--- config.mk ---
export PLATFORM = sky130hd
export DESIGN_NAME = uart_echo_buffer
export DESIGN_NICKNAME = d
export VERILOG_FILES = /design/src/rtl/uart_pkg.sv /design/src/rtl/sync_fifo.sv /design/src/rtl/uart_echo_buffer.sv
export SDC_FILE = /design/constraint.sdc
export NUM_CORES = 1
export LEC_CHECK = 0
export ABC_AREA = 1
export CORE_MARGIN = 2
export CORE_UTILIZATION = 60
export CTS_CLUSTER_SIZE = 16
export DETAILED_ROUTE_END_ITERATION = 8
export GPL_TIMING_DRIVEN = 1
export PLACE_DENSITY = 0.76
export SYNTH_ARGS = -nofsm -noshare
export SYNTH_HDL_FRONTEND = slang
export SYNTH_SLANG_ARGS = --single-unit
--- constraint.sdc ---
create_clock -name ICE_CLK -period 2.1 [get_ports ICE_CLK]
set_input_delay 0.63 -clock ICE_CLK [delete_from_list [all_inputs] [get_ports ICE_CLK]]
set_output_delay 0.63 -clock ICE_CLK [all_outputs]
set_load 0.1 [all_outputs]
--- src/rtl/uart_pkg.sv ---
// rtl/uart_pkg.sv - shared UART constants and echo FSM state type
package uart_pkg;

    localparam int UART_DATA_W       = 8;
    localparam int UART_BAUD_DEFAULT = 9600;

    typedef enum logic [0:0] {
        IDLE = 1'b0,
        BUSY = 1'b1
    } echo_state_t;

endpackage

--- src/rtl/sync_fifo.sv ---
// rtl/sync_fifo.sv - circular FIFO with separate occupancy counter
module sync_fifo #(
    parameter int DEPTH_LOG2 = 4,
    parameter int DATA_W     = 8
) (
    input  logic                  clk,
    input  logic                  rst,
    input  logic                  push,
    input  logic [DATA_W-1:0]     push_data,
    input  logic                  pop,
    output logic [DATA_W-1:0]     pop_data,
    output logic [DEPTH_LOG2:0]   count,
    output logic                  full,
    output logic                  empty
);

    localparam int DEPTH = 1 << DEPTH_LOG2;
    localparam logic [DEPTH_LOG2-1:0] PTR_ONE   = {{(DEPTH_LOG2-1){1'b0}}, 1'b1};
    localparam logic [DEPTH_LOG2:0]   CNT_ONE   = {{DEPTH_LOG2{1'b0}}, 1'b1};
    localparam logic [DEPTH_LOG2:0]   CNT_DEPTH = {1'b1, {DEPTH_LOG2{1'b0}}};

    logic [DATA_W-1:0]     mem [DEPTH];
    logic [DEPTH_LOG2-1:0] wr_ptr;
    logic [DEPTH_LOG2-1:0] rd_ptr;
    logic                  do_pop;
    logic                  do_push;

    assign empty    = (count == '0);
    assign full     = (count == CNT_DEPTH);
    assign pop_data = mem[rd_ptr];
    assign do_pop   = pop && !empty;
    // When full, wr_ptr == rd_ptr: the head is read before the edge overwrites it.
    assign do_push  = push && (!full || do_pop);

    always_ff @(posedge clk) begin
        if (do_push) begin
            mem[wr_ptr] <= push_data;
        end
    end

    always_ff @(posedge clk or posedge rst) begin
        if (rst) begin
            wr_ptr <= '0;
            rd_ptr <= '0;
            count  <= '0;
        end else begin
            if (do_push) begin
                wr_ptr <= wr_ptr + PTR_ONE;
            end
            if (do_pop) begin
                rd_ptr <= rd_ptr + PTR_ONE;
            end
            case ({do_push, do_pop})
                2'b10:   count <= count + CNT_ONE;
                2'b01:   count <= count - CNT_ONE;
                default: count <= count;
            endcase
        end
    end

endmodule

--- src/rtl/uart_echo_buffer.sv ---
// rtl/uart_echo_buffer.sv - elastic byte buffer between uart_rx and uart_tx2
module uart_echo_buffer
    import uart_pkg::*;
#(
    parameter int DEPTH_LOG2 = 4,
    parameter int DATA_W     = UART_DATA_W
) (
    input  logic                ICE_CLK,
    input  logic                RST,
    input  logic                rx_dv,
    input  logic [DATA_W-1:0]   rx_byte,
    input  logic                tx_done,
    output logic                tx_dv,
    output logic [DATA_W-1:0]   tx_byte,
    output logic [DEPTH_LOG2:0] count,
    output logic                empty,
    output logic                full,
    output logic                overflow
);

    echo_state_t       state;
    logic              rx_dv_q;
    logic              push;
    logic              pop;
    logic [DATA_W-1:0] head;

    assign push = rx_dv && !rx_dv_q;
    assign pop  = (state == IDLE) && !empty;

    sync_fifo #(
        .DEPTH_LOG2 (DEPTH_LOG2),
        .DATA_W     (DATA_W)
    ) u_fifo (
        .clk       (ICE_CLK),
        .rst       (RST),
        .push      (push),
        .push_data (rx_byte),
        .pop       (pop),
        .pop_data  (head),
        .count     (count),
        .full      (full),
        .empty     (empty)
    );

    always_ff @(posedge ICE_CLK or posedge RST) begin
        if (RST) begin
            rx_dv_q  <= 1'b0;
            overflow <= 1'b0;
        end else begin
            rx_dv_q <= rx_dv;
            if (push && full && !pop) begin
                overflow <= 1'b1;
            end
        end
    end

    // tx_done is only honoured once the start strobe has dropped.
    always_ff @(posedge ICE_CLK or posedge RST) begin
        if (RST) begin
            state   <= IDLE;
            tx_dv   <= 1'b0;
            tx_byte <= '0;
        end else begin
            case (state)
                IDLE: begin
                    if (!empty) begin
                        tx_byte <= head;
                        tx_dv   <= 1'b1;
                        state   <= BUSY;
                    end
                end
                BUSY: begin
                    tx_dv <= 1'b0;
                    if (tx_done && !tx_dv) begin
                        state <= IDLE;
                    end
                end
                default: state <= IDLE;
            endcase
        end
    end

endmodule
==> results of run 1 <==
-- Yosys cell counts, drive strengths merged --
| cell | number |
|---|---|
| buf | 21 |
| xor2 | 8 |
| o211ai | 32 |
| clkbuf | 5 |
| a31oi | 8 |
| edfxtp | 128 |
| nor2 | 125 |
| a21oi | 1 |
| o21bai | 1 |
| nand2 | 41 |
| dfrtp | 25 |
| nand4 | 4 |
| nor3 | 2 |
| o21ai | 80 |
| nand3 | 13 |
| clkinv | 1 |
| inv | 28 |
| ha | 7 |
| o22ai | 1 |
-- layout make-up --
cell class | instances | area [sq um] | area share (%)
well taps | 136 | 170 | 2.17
repair buffers | 69 | 783 | 10.0
clock buffers | 17 | 414 | 5.29
inverters | 29 | 119 | 1.52
clock inverters | 14 | 138 | 1.76
flip-flops and latches | 153 | 4490 | 57.4
multi-input cells | 323 | 1710 | 21.8
-- sequential cells by signal, summed over array words and instances (netlist names) --
register,count
u_fifo.count,5
u_fifo.wr_ptr,4
rx_dv_q,1
state,1
u_fifo.mem,128
tx_dv,1
u_fifo.rd_ptr,4
tx_byte,8
overflow,1
-- worst min-delay path: cells and delay by family --
family   cells  cell delay [ps]
buf+inv      3              730
-- how the worst max path moves through the flow --
| stage | from | to | depth (start not counted) |
|---|---|---|---|
| 3_3_place_gp | rx_dv | u_fifo.mem[3][5] | 7 |
| 4_1_cts | u_fifo.count[2] | full | 4 |
| 5_1_grt | u_fifo.count[2] | full | 4 |
| 6_report | u_fifo.count[2] | full | 4 |
| 3_5_place_dp | rx_dv | u_fifo.count[4] | 15 |
| 2_1_floorplan | u_fifo.count[3] | u_fifo.mem[7][0] | 8 |
-- cell usage in the layout, fill, tap and decap left out, types with 5 or more instances in the layout --
cell type        instances
clkinvlp_4               7
nand2_1                 35
clkbuf_16               16
dfrtp_4                  5
o211ai_1                31
edfxtp_1               128
dfrtp_1                 18
buf_12                  19
a31oi_1                  8
buf_4                   39
inv_6                    7
nor2_1                 116
nand3_1                 10
o21ai_1                 13
clkdlybuf4s50_1         11
inv_1                   21
nand2_2                  6
o21ai_0                 67
xor2_1                   8
nor2_4                   5
ha_1                     7
-- through the flow --
step / hold WS, ps / setup TNS [ps] / util (%)
2_1_floorplan: 501 / -4140 / -
3_3_place_gp: 535 / -25510 / 69.6
3_5_place_dp: 535 / -30080 / 69.6
4_1_cts: 444 / -139 / 75.6
5_1_grt: 472 / -255 / 75.8
6_report: 454 / -86.0 / 75.8
-- cells by family (layout without fill, tap and decap cells) --
logic type               after synthesis  in the layout  synth area share [%]
AO/OA/AOI/OAI                        123            123                  11.3
XOR/XNOR                               8              8                  1.10
adder cells (fa/ha/maj)                7              7                  1.37
buffers and inverters                 55            129                  4.64
flip-flops                           153            153                  69.9
AND/OR/NAND/NOR                      185            185                  11.7
-- power by group through the flow --
stage | combinational [mW] | clock [mW] | sequential [mW]
final | 5.39 | 2.82 | 4.02
after global routing | 5.76 | 3.00 | 4.07
after global placement | 4.95 | 0 | 4.11
after floorplan | 2.61 | 0 | 4.97
after detailed placement | 5.06 | 0 | 4.14
after CTS | 5.30 | 2.85 | 4.02
-- routing by layer --
layer | global-route usage (%) | part of all wire (%) | vias up
li1 | - | - | 2006
met1 | 39.4 | 42 | 2090
met2 | 40.1 | 48 | 229
met3 | 6.02 | 8.3 | 22
met4 | 9.18 | 1.4 | 0
met5 | 0 | 0 | -
-- timing repair --
item,in CTS,in global routing
setup endpoints to repair,2,3
pin swaps,4,0
endpoints found under the hold margin,0,0
setup buffers,8,0
resized for setup,2,4
==> summary.txt, run 1 <==
Placed design
  – Dpl cell area: 7180 sq um
  – Final HPWL DP: 8860 um
  – GPL Wtd Cong: 0.872
  – Port Buffer Count: 28
  – Placed insts: 702
  – Dpl ws: -328 ps

Route
  – Post-DRT Antenna Nets: 0
  – DRT Wirelength: 14300 um
  – Drt via density: 5.87
  – Routed via count: 4347
  – Drt first pass iters: 5
  – DR iter-0 viols: 597
  – Wire per inst: 19.3 um
  – DRC violations left: 0

Yosys
  – Seq cells post-synth: 153
  – Avg Cell Area, Syn: 12.0 sq um
  – Synth area leaders: edfxtp_1 60%, dfrtp_1 9.8%, nor2_1 7.2%
  – Top-area cell type share of the netlist area: 60.1%
  – Synth Instances: 531
  – Post-synthesis sequential area ratio: 69.9%
  – Netlist cell types: 31
  – Post-Syn Area: 6390 sq um
  – Largest area contributor in the netlist: edfxtp_1
  – Synthesized Nets: 550
  – Yosys warns: 0

Setup path
  – CP most frequent cell: nor2_4
  – Crit path max fanout: 2
  – Critical path startpoint category: flop
  – Critical Path AT: 1530 ps
  – Family with the most delay on the worst path: flip-flops
  – Worst path buffer plus inverter count: 1
  – Crit Reg-Reg Endpoint: u_fifo.mem[3][2]
  – Element type at the critical path end: primary output
  – Worst EP required: 1470 ps
  – R2R cell count: 8
  – Slowest cell delay on critical path: 500 ps
  – Critical-path cell list: nor2_4, nand2_2, nor2_4, buf_12
  – Worst r2r src: u_fifo.count[4]
  – Worst R2R Setup Slack: 190 ps
  – Setup CP Type: flop to primary output
  – Crit-path slowest cell: dfrtp_4

Floorplanning
  – Top Ports: 29
  – Initial Util: 61.9%
  – Die footprint: 11500 sq um
  – Chip height: 107 um
  – Die Width: 107 um
  – Site Rows: 37
  – Core Region: 10300 sq um

CTS
  – Clk root buf: clkbuf_8
  – Clk pin slew, worst setup/hold paths: 60 ps
  – Max Buffers Root-to-Sink: 2
  – H-Tree Depth: 4
  – CTS tree: yes
  – CTS Buf Count: 17
  – Clk_lat worst skew: 520 ps
  – CTS Hold Buffers Added: 0
  – Clock sinks: 153

Timing
  – Max Slew Vio Count: 0
  – Final setup margin: -58.0 ps
  – Fmax: 463 MHz
  – Worst rel slew slack: 58.3%
  – Worst-Margin Slew: 624 ps
  – RSZ-0062 raised after global routing: yes
  – Final min period: 2160 ps
  – Clock Skews: 6.70 ps
  – Final Hold Vio Count: 0
  – Final worst-path cycle share: 103%
  – Final Setup Violations: 2

Run status
  – Status: finished with violations
  – Violated checks: setup timing

Pwr
  – Net Sw Frac: 42.2%
  – NetSw: 5.16 mW
  – Clock group share of total power: 23.1%
  – Pint: 7.07 mW
  – Leak pwr: 2.81 nW
  – Flop pwr share: 32.9%
  – Comb pwr share: 44.0%
  – Power Dens Cells: 1560 nW/um^2
  – Tot Pwr: 12.2 mW
  – Worst vdd ir: 1.31 mV

Cells and area
  – Layout cell share with drive strength beyond 1: 20.7%
  – Final Net Count: 612
  – N_diodes: 0
  – Filler Cells Inserted: 633
  – Design area: 7820 sq um
  – Area grow syn2layout: 22.3%
  – Non-Filler Instances: 741

GRT
  – Total global routing overflow: 0
  – Total track usage: 26.8%
  – First-pass GRT wire length: 22400 um
  – Number of global-route vias before repair: 4104
  – Largest net degree at the start of global routing: 67
  – Initial antenna violation count: 0

Flow run
  – Max Cap Violations: 0

Worst hold path
  – Worst hold path class: primary input to asynchronous set/reset pin
No activity file was read; power rests on OpenSTA's default activity.
==> run 2, diff against run 1 <==
- CELL_PAD_IN_SITES_DETAIL_PLACEMENT: unset -> 1
- CELL_PAD_IN_SITES_GLOBAL_PLACEMENT: unset -> 1
- CORE_UTILIZATION: 60 -> 49
- SLEW_MARGIN: unset -> 20
==> run 2 against run 1 <==
Effect of this change:
- the run still ends with setup timing left
- first-iteration DRC count shrank 27%
- fmax increased by 2.5%
- power up 5.8%
- largest power group unchanged
- clock skew up 5.8 ps
- sequential power increased by 1%
- combinational power rose by 2%
- worst setup slack better by 54 ps
- worst hold slack better by 110 ps
- core utilization decreased by 13 points
==> summary.txt, run 2 (synthesis results as in run 1) <==
CTS
  – Clock sinks: 153 (unchanged)
  – CTS tree: yes
  – CTS Buf Count: 17 (unchanged)
  – Clk_lat worst skew: 430 ps (-90 ps)
  – H-Tree Depth: 4 (unchanged)
  – Clk root buf: clkbuf_16
  – Clk pin slew, worst setup/hold paths: 60 ps (about the same)
  – Max Buffers Root-to-Sink: 2 (unchanged)

Setup path
  – Worst EP required: 1470 ps (about the same)
  – Family with the most delay on the worst path: flip-flops
  – Slowest cell delay on critical path: 500 ps (about the same)
  – Critical Path AT: 1470 ps (-60 ps)
  – Worst setup path start: u_fifo.count[1]
  – Setup CP Type: flop to primary output
  – Crit-path slowest cell: dfrtp_4
  – Worst path buffer plus inverter count: 1 (unchanged)
  – Element type at the critical path end: primary output
  – Crit path max fanout: 2 (unchanged)
  – Worst r2r src: u_fifo.count[4]
  – Critical path startpoint category: flop
  – Critical-path cell list: nor2_4, nand2_2, nor2_4, buf_12
  – CP most frequent cell: nor2_4

Timing
  – Final Hold Vio Count: 0 (unchanged)
  – Final Setup Violations: 1 (-1)
  – Final min period: 2100 ps (-53.6 ps)
  – Hold Slack: 562 ps (+108 ps)
  – Final worst-path cycle share: 100% (-2.6 points)
  – Clock Skews: 12.5 ps (+5.81 ps)
  – Max Slew Vio Count: 0 (unchanged)
  – Final setup margin: -4.37 ps (+53.6 ps)
  – Fmax: 475 MHz (+2.5%)
  – Worst-Margin Slew: 414 ps (-210 ps)
  – RSZ-0062 raised after global routing: yes
  – Worst rel slew slack: 72.1% (+14 points)

Cells and area
  – N_diodes: 0 (unchanged)
  – Layout cell share with drive strength beyond 1: 21.1% (+0.39 points)
  – Final Core Density: 63.0% (-13 points)
  – Commonest non-fill, non-tap cell in the layout: edfxtp_1
  – Final Net Count: 614 (+0.33%)
  – Biggest regs: u_fifo.mem x128, tx_byte x8, u_fifo.count x5
  – Most frequent cells in the layout: 128 x edfxtp_1, 116 x nor2_1, 67 x o21ai_0, 41 x buf_4, 35 x nand2_1
  – Largest Register: u_fifo.mem
  – Design area: 7980 sq um (+2.0%)
  – Largest register FFs: 128 (unchanged)
  – Area grow syn2layout: 24.8%

Placed design
  – GPL Wtd Cong: 0.790 (-9.4%)
  – Dpl cell area: 7250 sq um (+0.94%)
  – Final HPWL DP: 10900 um (+23%)
  – Port Buffer Count: 28 (unchanged)

Pwr
  – Comb pwr share: 42.4% (-1.6 points)
  – Pint: 7.63 mW (+8.0%)
  – NetSw: 5.30 mW (+2.8%)
  – Flop pwr share: 31.4% (-1.5 points)
  – Net Sw Frac: 41.0% (-1.2 points)
  – Power Dens Cells: 1620 nW/um^2 (+3.7%)
  – Clock group share of total power: 26.2% (+3.1 points)
  – Worst vdd ir: 1.05 mV (-20%)
  – Leak pwr: 2.88 nW (+2.5%)

Floorplanning
  – Core Region: 12700 sq um (+23%)
  – Initial Util: 50.5% (-11 points)
  – Die footprint: 14000 sq um (+22%)
  – Chip height: 118 um (+10%)
  – Site Rows: 41 (+11%)
  – Top Ports: 29 (unchanged)
  – Die Width: 118 um (+10%)

GRT
  – Initial antenna violation count: 0 (unchanged)
  – First-pass GRT wire length: 27900 um (+25%)
  – Total track usage: 26.9% (+0.029 points)
  – Largest net degree at the start of global routing: 68 (+1.5%)
  – Number of global-route vias before repair: 4813 (+17%)
  – Total global routing overflow: 0 (unchanged)

Worst hold path
  – Min-delay src: u_fifo.wr_ptr[0]
  – Worst hold path class: flop to flop

Route
  – Routed via count: 4463 (+2.7%)
  – DR iter-0 viols: 438 (-27%)
  – Wire per inst: 22.6 um (+17%)
  – DR WL met2: 8700 um (+26%)
  – Drt via density: 5.72 (-2.5%)
  – Post-DRT Antenna Nets: 0 (unchanged)
  – Drt first pass iters: 5 (unchanged)
  – DRT met1 WL: 7480 um (+24%)
  – DRT Wirelength: 17600 um (+23%)
  – DRC violations left: 0 (unchanged)
  – Met3 WL: 790 um (-33%)
  – Top routing layer in use: met4

Run status
  – Status: finished with violations
  – Violated checks: setup timing

Flow run
  – Max Cap Violations: 0 (unchanged)
-- run 2: changes by cell type in the layout (fill, tap and decap cells not counted), moves of 2 or more --
cell and delta:
clkinvlp_4 -3, inv_6 -6, clkinv_2 +4, bufinv_16 +4
buf_4 +2
-- run 2: power by group through the flow --
stage	clock, mW	combinational (mW)	sequential (mW)
finish	3.38	5.49	4.06
global route	3.55	5.91	4.10
floorplan	0	2.61	4.97
CTS	3.41	5.45	4.05
detailed placement	0	5.21	4.16
global placement	0	4.99	4.13
-- run 2: per-layer routing --
layer  GRT usage, %  up-vias
met2           43.5      136
met4           12.0        0
met1           34.9     2269
met5              0        -
met3           5.84       47
li1               -     2011
-- run 2: area by class of cell --
type | count | area [sq um]
Fill cell | 1279 | 4690
Sequential cell | 153 | 4490
Multi-Input combinational cell | 323 | 1710
Timing Repair Buffer | 71 | 798
Clock buffer | 19 | 453
Tap cell | 172 | 215
Clock inverter | 13 | 198
Inverter | 29 | 119
-- run 2: repair_timing --
action,in CTS,in global routing
resized for setup,2,5
hold buffers,0,0
setup buffers,7,0
pin swaps,4,1
setup endpoints to repair,2,6
-- run 2: path summary, 6_finish.rpt --
kind / cells after the start / slack [ps] / endpoint
max: 4 / -4 / full
min: 1 / 560 / u_fifo.wr_ptr[0]
max reg2reg: 7 / 90 / u_fifo.mem[5][2]
min reg2reg: 1 / 560 / u_fifo.wr_ptr[0]
max in group asynchronous: 3 / 1190 / u_fifo.count[3]
min in group asynchronous: 3 / 580 / tx_byte[6]
-- run 2: through the flow --
step	setup slack (ps)	std cells	total power, mW	TNS (ps)
6_report	-4.37	780	12.9	-4.37
2_1_floorplan	-48.6	531	7.58	-4140
4_1_cts	9.99	780	12.9	0
3_3_place_gp	-231	741	9.11	-23740
3_5_place_dp	-356	741	9.37	-40430
5_1_grt	-48.2	780	13.5	-78.2
==> run 3, diff against run 2 <==
- CORE_MARGIN: 2 -> unset
==> run 3 against run 2 <==
Effect of this change:
- sequential power rose by 3%
- count of clock-buffer cells in the layout is 1 lower
- non-clock buffer count increased by 6
- the flow still finishes with violations (setup timing)
- worst setup slack worse by 35 ps
- flip-flop and latch count unchanged
- combinational power about the same
- die area is 3.4% lower
- final area is essentially flat
- critical path type unchanged
- largest power group unchanged
- core utilization about the same
- sequential share of layout area is essentially flat
==> summary.txt, run 3 (synthesis results as in run 1) <==
Floorplanning
  – Initial Util: 50.5% (unchanged)
  – Core Region: 12700 sq um (unchanged)
  – Die footprint: 13500 sq um (-3.4%)
  – Site Rows: 41 (unchanged)
  – Top Ports: 29 (unchanged)
  – Die Width: 116 um (-1.7%)
  – Chip height: 116 um (-1.7%)

Pwr
  – Clock group share of total power: 23.9% (-2.3 points)
  – Worst vdd ir: 1.42 mV (+35%)
  – Comb pwr share: 43.1% (+0.7 points)
  – Tot Pwr: 12.7 mW (-1.9%)
  – Power Dens Cells: 1590 nW/um^2 (-1.8%)
  – Leak pwr: 2.89 nW (+0.30%)
  – Flop pwr share: 33.0% (+1.6 points)
  – Net Sw Frac: 42.0% (+1.0 points)
  – NetSw: 5.34 mW (+0.61%)
  – Pint: 7.36 mW (-3.6%)

Route
  – DRC violations left: 0 (unchanged)
  – Routed via count: 4467 (+0.090%)
  – Wire per inst: 22.7 um (+0.61%)
  – DR WL met2: 9010 um (+3.6%)
  – DR iter-0 viols: 415 (-5.3%)
  – DRT Wirelength: 17800 um (+1.4%)
  – Post-DRT Antenna Nets: 0 (unchanged)
  – Drt via density: 5.68 (-0.67%)
  – Drt first pass iters: 5 (unchanged)
  – DRT met1 WL: 7420 um (-0.79%)
  – Met3 WL: 748 um (-5.3%)
  – Top routing layer in use: met4

CTS
  – Clk pin slew, worst setup/hold paths: 60 ps (about the same)
  – Clock sinks: 153 (unchanged)
  – CTS tree: yes
  – Max Buffers Root-to-Sink: 2 (unchanged)
  – CTS Buf Count: 17 (unchanged)
  – H-Tree Depth: 4 (unchanged)
  – Clk root buf: clkbuf_16
  – Clk_lat worst skew: 430 ps (about the same)

Cells and area
  – Flip-flop and latch area: 4490 sq um (unchanged)
  – Layout cell share with drive strength beyond 1: 21.8% (+0.77 points)
  – N_diodes: 0 (unchanged)
  – Most frequent cells in the layout: 128 x edfxtp_1, 116 x nor2_1, 67 x o21ai_0, 46 x buf_4, 33 x nand2_1
  – Biggest regs: u_fifo.mem x128, tx_byte x8, u_fifo.count x5
  – Filler Cells Inserted: 1287 (+0.63%)
  – Largest register FFs: 128 (unchanged)
  – Largest Register: u_fifo.mem
  – Design area: 7980 sq um (about the same)
  – Area grow syn2layout: 24.7% (about the same)
  – Commonest non-fill, non-tap cell in the layout: edfxtp_1
  – Multi-input logic area: 1710 sq um (+0.15%)
  – Final Core Density: 63.0% (about the same)
  – Final Net Count: 620 (+0.98%)

Timing
  – Final min period: 2140 ps (+35.3 ps)
  – Final Setup Violations: 2 (+1)
  – Worst rel slew slack: 59.8% (-12 points)
  – RSZ-0062 raised after global routing: yes
  – Final worst-path cycle share: 102% (+1.7 points)
  – Clock Skews: 10.9 ps (-1.59 ps)
  – Fmax: 467 MHz (-1.6%)
  – Sum Neg Setup Slack: -41.8 ps (-37.4 ps)
  – Worst-Margin Slew: 602 ps (+188 ps)
  – Max Slew Vio Count: 0 (unchanged)
  – Final Hold Vio Count: 0 (unchanged)
  – Final setup margin: -39.7 ps (-35.3 ps)

GRT
  – Largest net degree at the start of global routing: 39 (-43%)
  – Total global routing overflow: 0 (unchanged)
  – Number of global-route vias before repair: 4823 (+0.21%)
  – Initial antenna violation count: 0 (unchanged)
  – First-pass GRT wire length: 27500 um (-1.3%)
  – Total track usage: 28.9% (+2.1 points)

Setup path
  – R2R cell count: 8 (+1)
  – Critical Path AT: 1510 ps (+40 ps)
  – Element type at the critical path end: primary output
  – Crit path max fanout: 2 (unchanged)
  – Worst R2R Setup Slack: 90 ps (about the same)
  – Critical path startpoint category: flop
  – Setup CP Type: flop to primary output
  – Worst EP required: 1470 ps (about the same)

Worst hold path
  – Hold path depth: 1 (unchanged)
  – Worst hold path class: primary input to flop

Run status
  – Status: finished with violations
  – Violated checks: setup timing

Placed design
  – GPL Wtd Cong: 0.784 (-0.81%)
  – Dpl cell area: 7310 sq um (+0.79%)
  – Dpl ws: -437 ps (-81.9 ps)
  – Port Buffer Count: 28 (unchanged)
  – Final HPWL DP: 11300 um (+3.7%)

Flow run
  – Max Cap Violations: 0 (unchanged)
[run 3: changes by cell type in the layout (fill, tap and decap cells not counted), moves of 2 or more]
cell	previous run	this run
clkinvlp_4	4	6
buf_4	41	46
nand2_1	35	33
clkbuf_8	2	0
bufinv_16	5	3
[run 3: per-layer routing]
layer  track usage, %  vias up
met3             5.19       42
met2             48.8      127
li1                 -     2025
met1             35.7     2273
met4             15.1        0
met5                0        -
[run 3: power by group through the flow]
stage	Sequential, mW	Clock, mW	Combinational [mW]
global placement	4.25	0	4.96
floorplan	4.97	0	2.61
CTS	4.18	3.07	5.43
finish	4.19	3.04	5.47
global route	4.22	3.18	5.87
detailed placement	4.28	0	5.19
[run 3: metrics by stage]
stage          cells  hold WS (ps)
6_report         786           410
3_3_place_gp     747           534
3_5_place_dp     747           544
5_1_grt          786           409
4_1_cts          785           587
2_1_floorplan    531           501
[run 3: timing repair]
action,4_1_cts,5_1_grt
hold buffers,0,0
gates resized for setup,2,7
buffers inserted,6,1
pin swaps,4,3
hold endpoints to repair,0,0
endpoints found under the setup margin,11,69
[run 3: area by class of cell]
type / count / share of cell area, %
tap: 172 / 2.70
clock inverter: 14 / 1.96
multi-input combinational: 323 / 21.5
timing repair buffer: 77 / 10.8
inverter: 29 / 1.44
sequential: 153 / 56.3
clock buffer: 18 / 5.38
[run 3: path summary, 6_finish.rpt]
| path | from | to |
|---|---|---|
| max | u_fifo.count[2] | full |
| min reg2reg | tx_dv | tx_dv |
| min | rx_dv | rx_dv_q |
| min in group asynchronous | RST | tx_byte[6] |
| max in group asynchronous | RST | u_fifo.count[0] |
| max reg2reg | u_fifo.count[4] | u_fifo.mem[3][0] |
[run 3: worst max-delay path: stages (launching register included)]
cell	delay [ps]
dfrtp_4	490
nor2_4	160
nand2_2	90
nor2_4	150
buf_12	190
==> RTL edit 1, RTL diff (flow settings as in run 1) <==
`DEPTH_LOG2` is set to 4 in 2 places; all go to 5.
--- a/src/rtl/sync_fifo.sv
+++ b/src/rtl/sync_fifo.sv
@@ -1,6 +1,6 @@
 // rtl/sync_fifo.sv - circular FIFO with separate occupancy counter
 module sync_fifo #(
-    parameter int DEPTH_LOG2 = 4,
+    parameter int DEPTH_LOG2 = 5,
     parameter int DATA_W     = 8
 ) (
     input  logic                  clk,
--- a/src/rtl/uart_echo_buffer.sv
+++ b/src/rtl/uart_echo_buffer.sv
@@ -2,7 +2,7 @@
 module uart_echo_buffer
     import uart_pkg::*;
 #(
-    parameter int DEPTH_LOG2 = 4,
+    parameter int DEPTH_LOG2 = 5,
     parameter int DATA_W     = UART_DATA_W
 ) (
     input  logic                ICE_CLK,
Interface: changed (resized count); port bits go from 29 to 30. The function was not compared with the original's and may differ.
==> RTL edit 1 against run 1 <==
  * The flow still finishes with violations (setup timing)
  * Routed wire length increased by 100%
  * First-iteration DRC count increased by 81%
  * Synthesized area is 91% higher
  * Clock power increased by 79%
  * Design area increased by 89%
  * Setup slack worse by 0.25 ns
  * Total power up 66%
  * Sequential cell count up 131
  * Clock skew increased by 0.012 ns
  * Critical path type unchanged
==> RTL edit 1: results (changes against run 1) <==
* Sequential share of the synthesized area at 0.6863 (-0.01256)
* Ys async rst share at 0.09859 (-0.06481)
* Mean post-synth cell area at 10.45 sq um (-13%)
* Clock share of power at 0.248 (+0.017)
* Post-synth cell types at 23 (-26%)
* Arr. time, crit path at 1.77 ns (+0.24 ns)
* Failing checks: setup timing
* Clock H-tree levels at 1 (-3)
* R2R depth at 10 (+2)
* Layout cell share with drive strength beyond 1 at 0.1507 (-0.05594)
* Final Wtd Congestion at 0.8982 (+3.0%)
* Hold WS at 0.5141 ns (+0.06046 ns)
* Deepest clock path buffer count at 3 (+1)
* Post-synthesis compound-gate area fraction at 0.01730 (-0.09618)
* Setup slack after layout at -0.3046 ns (-0.2467 ns)
* Vias/cell at 5.553 (-5.3%)
* Status: complete, but fails checks
* Nets at 1261 (+110%)
* Sw Pwr at 0.008028 W (+56%)
* Worst slew margin at 0.5848 (+0.002054)
* Setup TNS at -24.35 ns (-24.27 ns)
* Post-DP Area at 0.01351 sq mm (+88%)
* DP HPWL at 17610 um (+99%)
* Crit. Startpoint: u_fifo.count[0]$_DFFE_PP0P_
* Logic pwr share at 0.407 (-0.033)
* Post-Syn Nets at 1191 (+120%)
* Fill cells at 1297 (+100%)
* # port buffers at 29 (+3.6%)
* Area contributors post-synth: edfxtp_1, nand2_1, nand3_1
* Final setup violation count at 259 (+257)
* Worst reg2reg path endpoint: u_fifo.mem[18][7]$_DFFE_PP_
* R2r setup slk at -0.14 ns (-0.33 ns)
* Layout Skew at 0.01898 ns (+0.01229 ns)
RTL edit 1: cell types whose count changed after synthesis, sizes merged, moves of 3 or more:
cell	delta
nand2	+341
inv	+102
o211ai	-32
xor2	+3
buf	+22
a31oi	-7
clkbuf	+4
a21oi	+21
nand3	+150
o21ai	-65
nor2	-36
dfrtp	+3
edfxtp	+128
RTL edit 1: repair_timing:
item,CTS,global route
pin swaps,6,8
setup endpoints to repair,2,261
hold buffers,0,0
setup buffers,2,6
resized for setup,18,32
RTL edit 1: critical path, cell delays in order, from the launching register on:
cell and delay (ns):
dfrtp_4 0.49, nor2_4 0.12, nand4_1 0.20, clkinvlp_4 0.15
buf_6 0.11, buf_12 0.16
RTL edit 1: layer usage:
| metal | vias up | wire, um | global-route usage |
|---|---|---|---|
| met3 | 81 | 2542 | 0.04783 |
| met2 | 429 | 14160 | 0.4493 |
| met4 | 0 | 983 | 0.1000 |
| met5 | - | 0 | 0 |
| li1 | 3986 | - | - |
| met1 | 4006 | 11050 | 0.3566 |
RTL edit 1: worst min path at each step:
stage                                            start                           end
after floorplan           u_fifo.wr_ptr[0]$_DFFE_PP0P_  u_fifo.wr_ptr[0]$_DFFE_PP0P_
final                                              RST        tx_byte[2]$_DFFE_PP0P_
after global placement            overflow$_DFFE_PP0P_          overflow$_DFFE_PP0P_
after global routing                               RST  u_fifo.wr_ptr[0]$_DFFE_PP0P_
after detailed placement        tx_byte[3]$_DFFE_PP0P_        tx_byte[3]$_DFFE_PP0P_
after CTS                                          RST        tx_byte[6]$_DFFE_PP0P_
RTL edit 1: area by class of cell:
type	instances	area share
Inverter	133	0.03442
Timing Repair Buffer	92	0.07647
Tap cell	270	0.02289
Clock inverter	17	0.01221
Clock buffer	35	0.05205
Sequential cell	284	0.5702
Multi-Input combinational cell	700	0.2318
==> RTL edit 2, RTL diff (settings of run 1) <==
Made on the original files. Register the output `count`; this adds one clock of latency there. The other outputs are not delayed to match.
--- a/src/rtl/uart_echo_buffer.sv
+++ b/src/rtl/uart_echo_buffer.sv
@@ -18,6 +18,8 @@
     output logic                overflow
 );
 
+    logic [DEPTH_LOG2:0] count_d;
+
     echo_state_t       state;
     logic              rx_dv_q;
     logic              push;
@@ -37,7 +39,7 @@
         .push_data (rx_byte),
         .pop       (pop),
         .pop_data  (head),
-        .count     (count),
+        .count     (count_d),
         .full      (full),
         .empty     (empty)
     );
@@ -80,4 +82,8 @@
         end
     end
 
+    always_ff @(posedge ICE_CLK) begin
+        count <= count_d;
+    end
+
 endmodule
Check against the original RTL: not equivalent (Yosys sat finds a counterexample within 4 cycles, from zero or initial values and one cycle with RST high).
==> RTL edit 2 against run 1 <==
  * The run still ends with setup timing left
  * Routed wire length decreased by 1.5%
  * Total power is 2.1% higher
  * Non-clock buffer count fell by 4
  * Clock power rose by 17%
  * Final cell count is 1.5% lower
  * Design area grew 0.34%
  * Synthesized area is 1.7% higher
  * Global-route usage shrank 1.1 points
  * Setup slack better by 0.035 ns
  * Critical path depth is the same
  * Sequential cell count increased by 5
==> RTL edit 2: results (changes against run 1) <==
* Status: complete, but fails checks
* Failing checks: setup timing
* CP peak stage delay at 0.43 ns (-0.07 ns)
* Sequential share of the synthesized area at 0.7026 (+0.003693)
* Pin count of the biggest net entering global routing at 41 (-39%)
* Root Buffer: clkbuf_8
* CP max FO at 2 (unchanged)
* Clock H-tree levels at 4 (unchanged)
* Final Wtd Congestion at 0.9366 (+7.4%)
* DP HPWL at 8756 um (-1.1%)
* Initial antenna violation count at 0 (unchanged)
* Fill cells at 666 (+5.2%)
* Finished Layout Cells at 730 (-1.5%)
* Total CTS buffers at 17 (unchanged)
* Total Wirelength at 14070 um (-1.5%)
* Pre-CTS setup slack at -0.3553 ns (-0.02709 ns)
* GRT Total Usage at 0.2570 (-0.01137)
* Vias/cell at 5.926 (+1.0%)
* P_leak at 2.854 nW (+1.4%)
* Layout Skew at 0.007580 ns (+0.0008843 ns)
* Vias in the first global route at 4334 (+5.6%)
* Synth top cells by count: edfxtp_1, nor2_1, o21ai_0
* N_diodes at 0 (unchanged)
* Worst-path clk slew at 0.06 ns (about the same)
* Mux contribution to synthesized area at 0 (unchanged)
* Area contributors post-synth: edfxtp_1, dfrtp_1, nor2_1
* Placed Cells at 692 (-1.4%)
* Ys async rst share at 0.1582 (-0.005171)
* Top flop regs: u_fifo.mem: 128 flops, tx_byte: 8 flops
* # port buffers at 28 (unchanged)
* Nets at 596 (-2.6%)
* Sw Pwr at 0.004901 W (-5.0%)
* Layout cell share with drive strength beyond 1 at 0.1847 (-0.02187)
* Startpoint Class: flip-flop
* Clock share of power at 0.265 (+0.034)
* Worst hold path type: flip-flop to flip-flop
* Slew Viols, Final at 0 (unchanged)
* VDD IR-drop max at 0.001325 V (+1.2%)
* Initial DRC Count at 417 (-30%)
* Post-synth EDFFs at 128 (unchanged)
* DR pass1 iterations at 5 (unchanged)
* Post-Syn Nets at 539 (-2.0%)
* Setup slack after layout at -0.02342 ns (+0.03456 ns)
* First-pass GRT wire length at 22040 um (-1.4%)
* Worst slew margin at 0.5704 (-0.01234)
* Mean post-synth cell area at 12.51 sq um (+3.9%)
* Post-synthesis compound-gate area fraction at 0.1141 (+0.0006016)
* Ys Warns at 0 (unchanged)
* XOR/XNOR Fraction of Synth Area at 0.01077 (-0.0001834)
* Hold Crit Start: u_fifo.count[4]$_DFFE_PP0P_
* Post-synth cell types at 33 (+6.5%)
* Crit. Startpoint: u_fifo.count[0]$_DFFE_PP0P_
* CP max-delay cell: dfrtp_2
* Post-Synth Adder-Cell Area at 0.01347 (-0.0002292)
* Final hold violations at 0 (unchanged)
* Deepest clock path buffer count at 2 (unchanged)
* Clock Latency Late Sink at 0.53 ns
* Main synth FF type: edfxtp_1
* Final setup violation count at 1 (-1)
* Arr. time, crit path at 1.49 ns (-0.04 ns)
RTL edit 2: cell types whose count changed after synthesis, sizes merged, moves of 4 or more:
| cell | change |
|---|---|
| clkbuf | +6 |
| o211ai | -6 |
| o22ai | +7 |
| o221ai | +6 |
| buf | -5 |
| dfxtp | +5 |
| o21ai | -7 |
| nor2 | -13 |
| inv | -4 |
RTL edit 2: what timing repair did:
action	CTS	global route
hold endpoints to repair	0	0
gates resized for setup	5	1
buffers inserted	6	0
setup endpoints to repair	2	2
pin swaps	2	2
RTL edit 2: worst paths after layout:
check / endpoint / slack (ns) / cells after the start
min: count[4]$_DFF_P_ / 0.42 / 0
min in group asynchronous: u_fifo.wr_ptr[3]$_DFFE_PP0P_ / 0.47 / 3
max: full / -0.02 / 4
max in group asynchronous: u_fifo.rd_ptr[0]$_DFFE_PP0P_ / 1.33 / 3
min reg2reg: count[4]$_DFF_P_ / 0.42 / 0
max reg2reg: u_fifo.count[4]$_DFFE_PP0P_ / 0.17 / 16
RTL edit 2: routing by layer:
metal / part of all wire / track usage / vias up
met5: 0 / 0 / -
met4: 0.025 / 0.1062 / 0
met3: 0.059 / 0.05425 / 29
met2: 0.51 / 0.4358 / 164
met1: 0.41 / 0.3243 / 2155
li1: - / - / 1978
RTL edit 2: layout make-up:
type / count / share of cell area
sequential: 158 / 0.5829
multi-input combinational: 309 / 0.2106
timing repair buffer: 65 / 0.08958
clock buffer: 22 / 0.05770
clock inverter: 10 / 0.02375
tap: 140 / 0.02231
inverter: 26 / 0.01323
RTL edit 2: metrics by stage:
| stage | hold slack (ns) | instance area [sq um] | power, W | utilization | TNS [ns] |
|---|---|---|---|---|---|
| finish | 0.4163 | 7850 | 0.01248 | 0.7338 | -0.02342 |
| global placement | 0.4010 | 7158 | 0.008941 | 0.6691 | -20.52 |
| CTS | 0.4200 | 7848 | 0.01250 | 0.7336 | -0.05691 |
| global route | 0.4412 | 7850 | 0.01307 | 0.7338 | -0.08817 |
| floorplan | 0.3866 | 6504 | 0.007697 | - | 0 |
| detailed placement | 0.4048 | 7158 | 0.009102 | 0.6691 | -26.11 |
RTL edit 2: worst max-delay path: cells and delay by family (launching register included):
family | cells | cell delay (ns)
flops | 1 | 0.43
simple gates | 3 | 0.35
buf+inv | 1 | 0.18
RTL edit 2: power groups by stage:
stage               Combinational [W]  Sequential [W]  Clock [W]
global placement              0.00472         0.00423          0
detailed placement            0.00486         0.00425          0
CTS                           0.00501         0.00417    0.00331
global route                  0.00541         0.00421    0.00345
finish                        0.00501         0.00417    0.00330
floorplan                     0.00260         0.00510          0
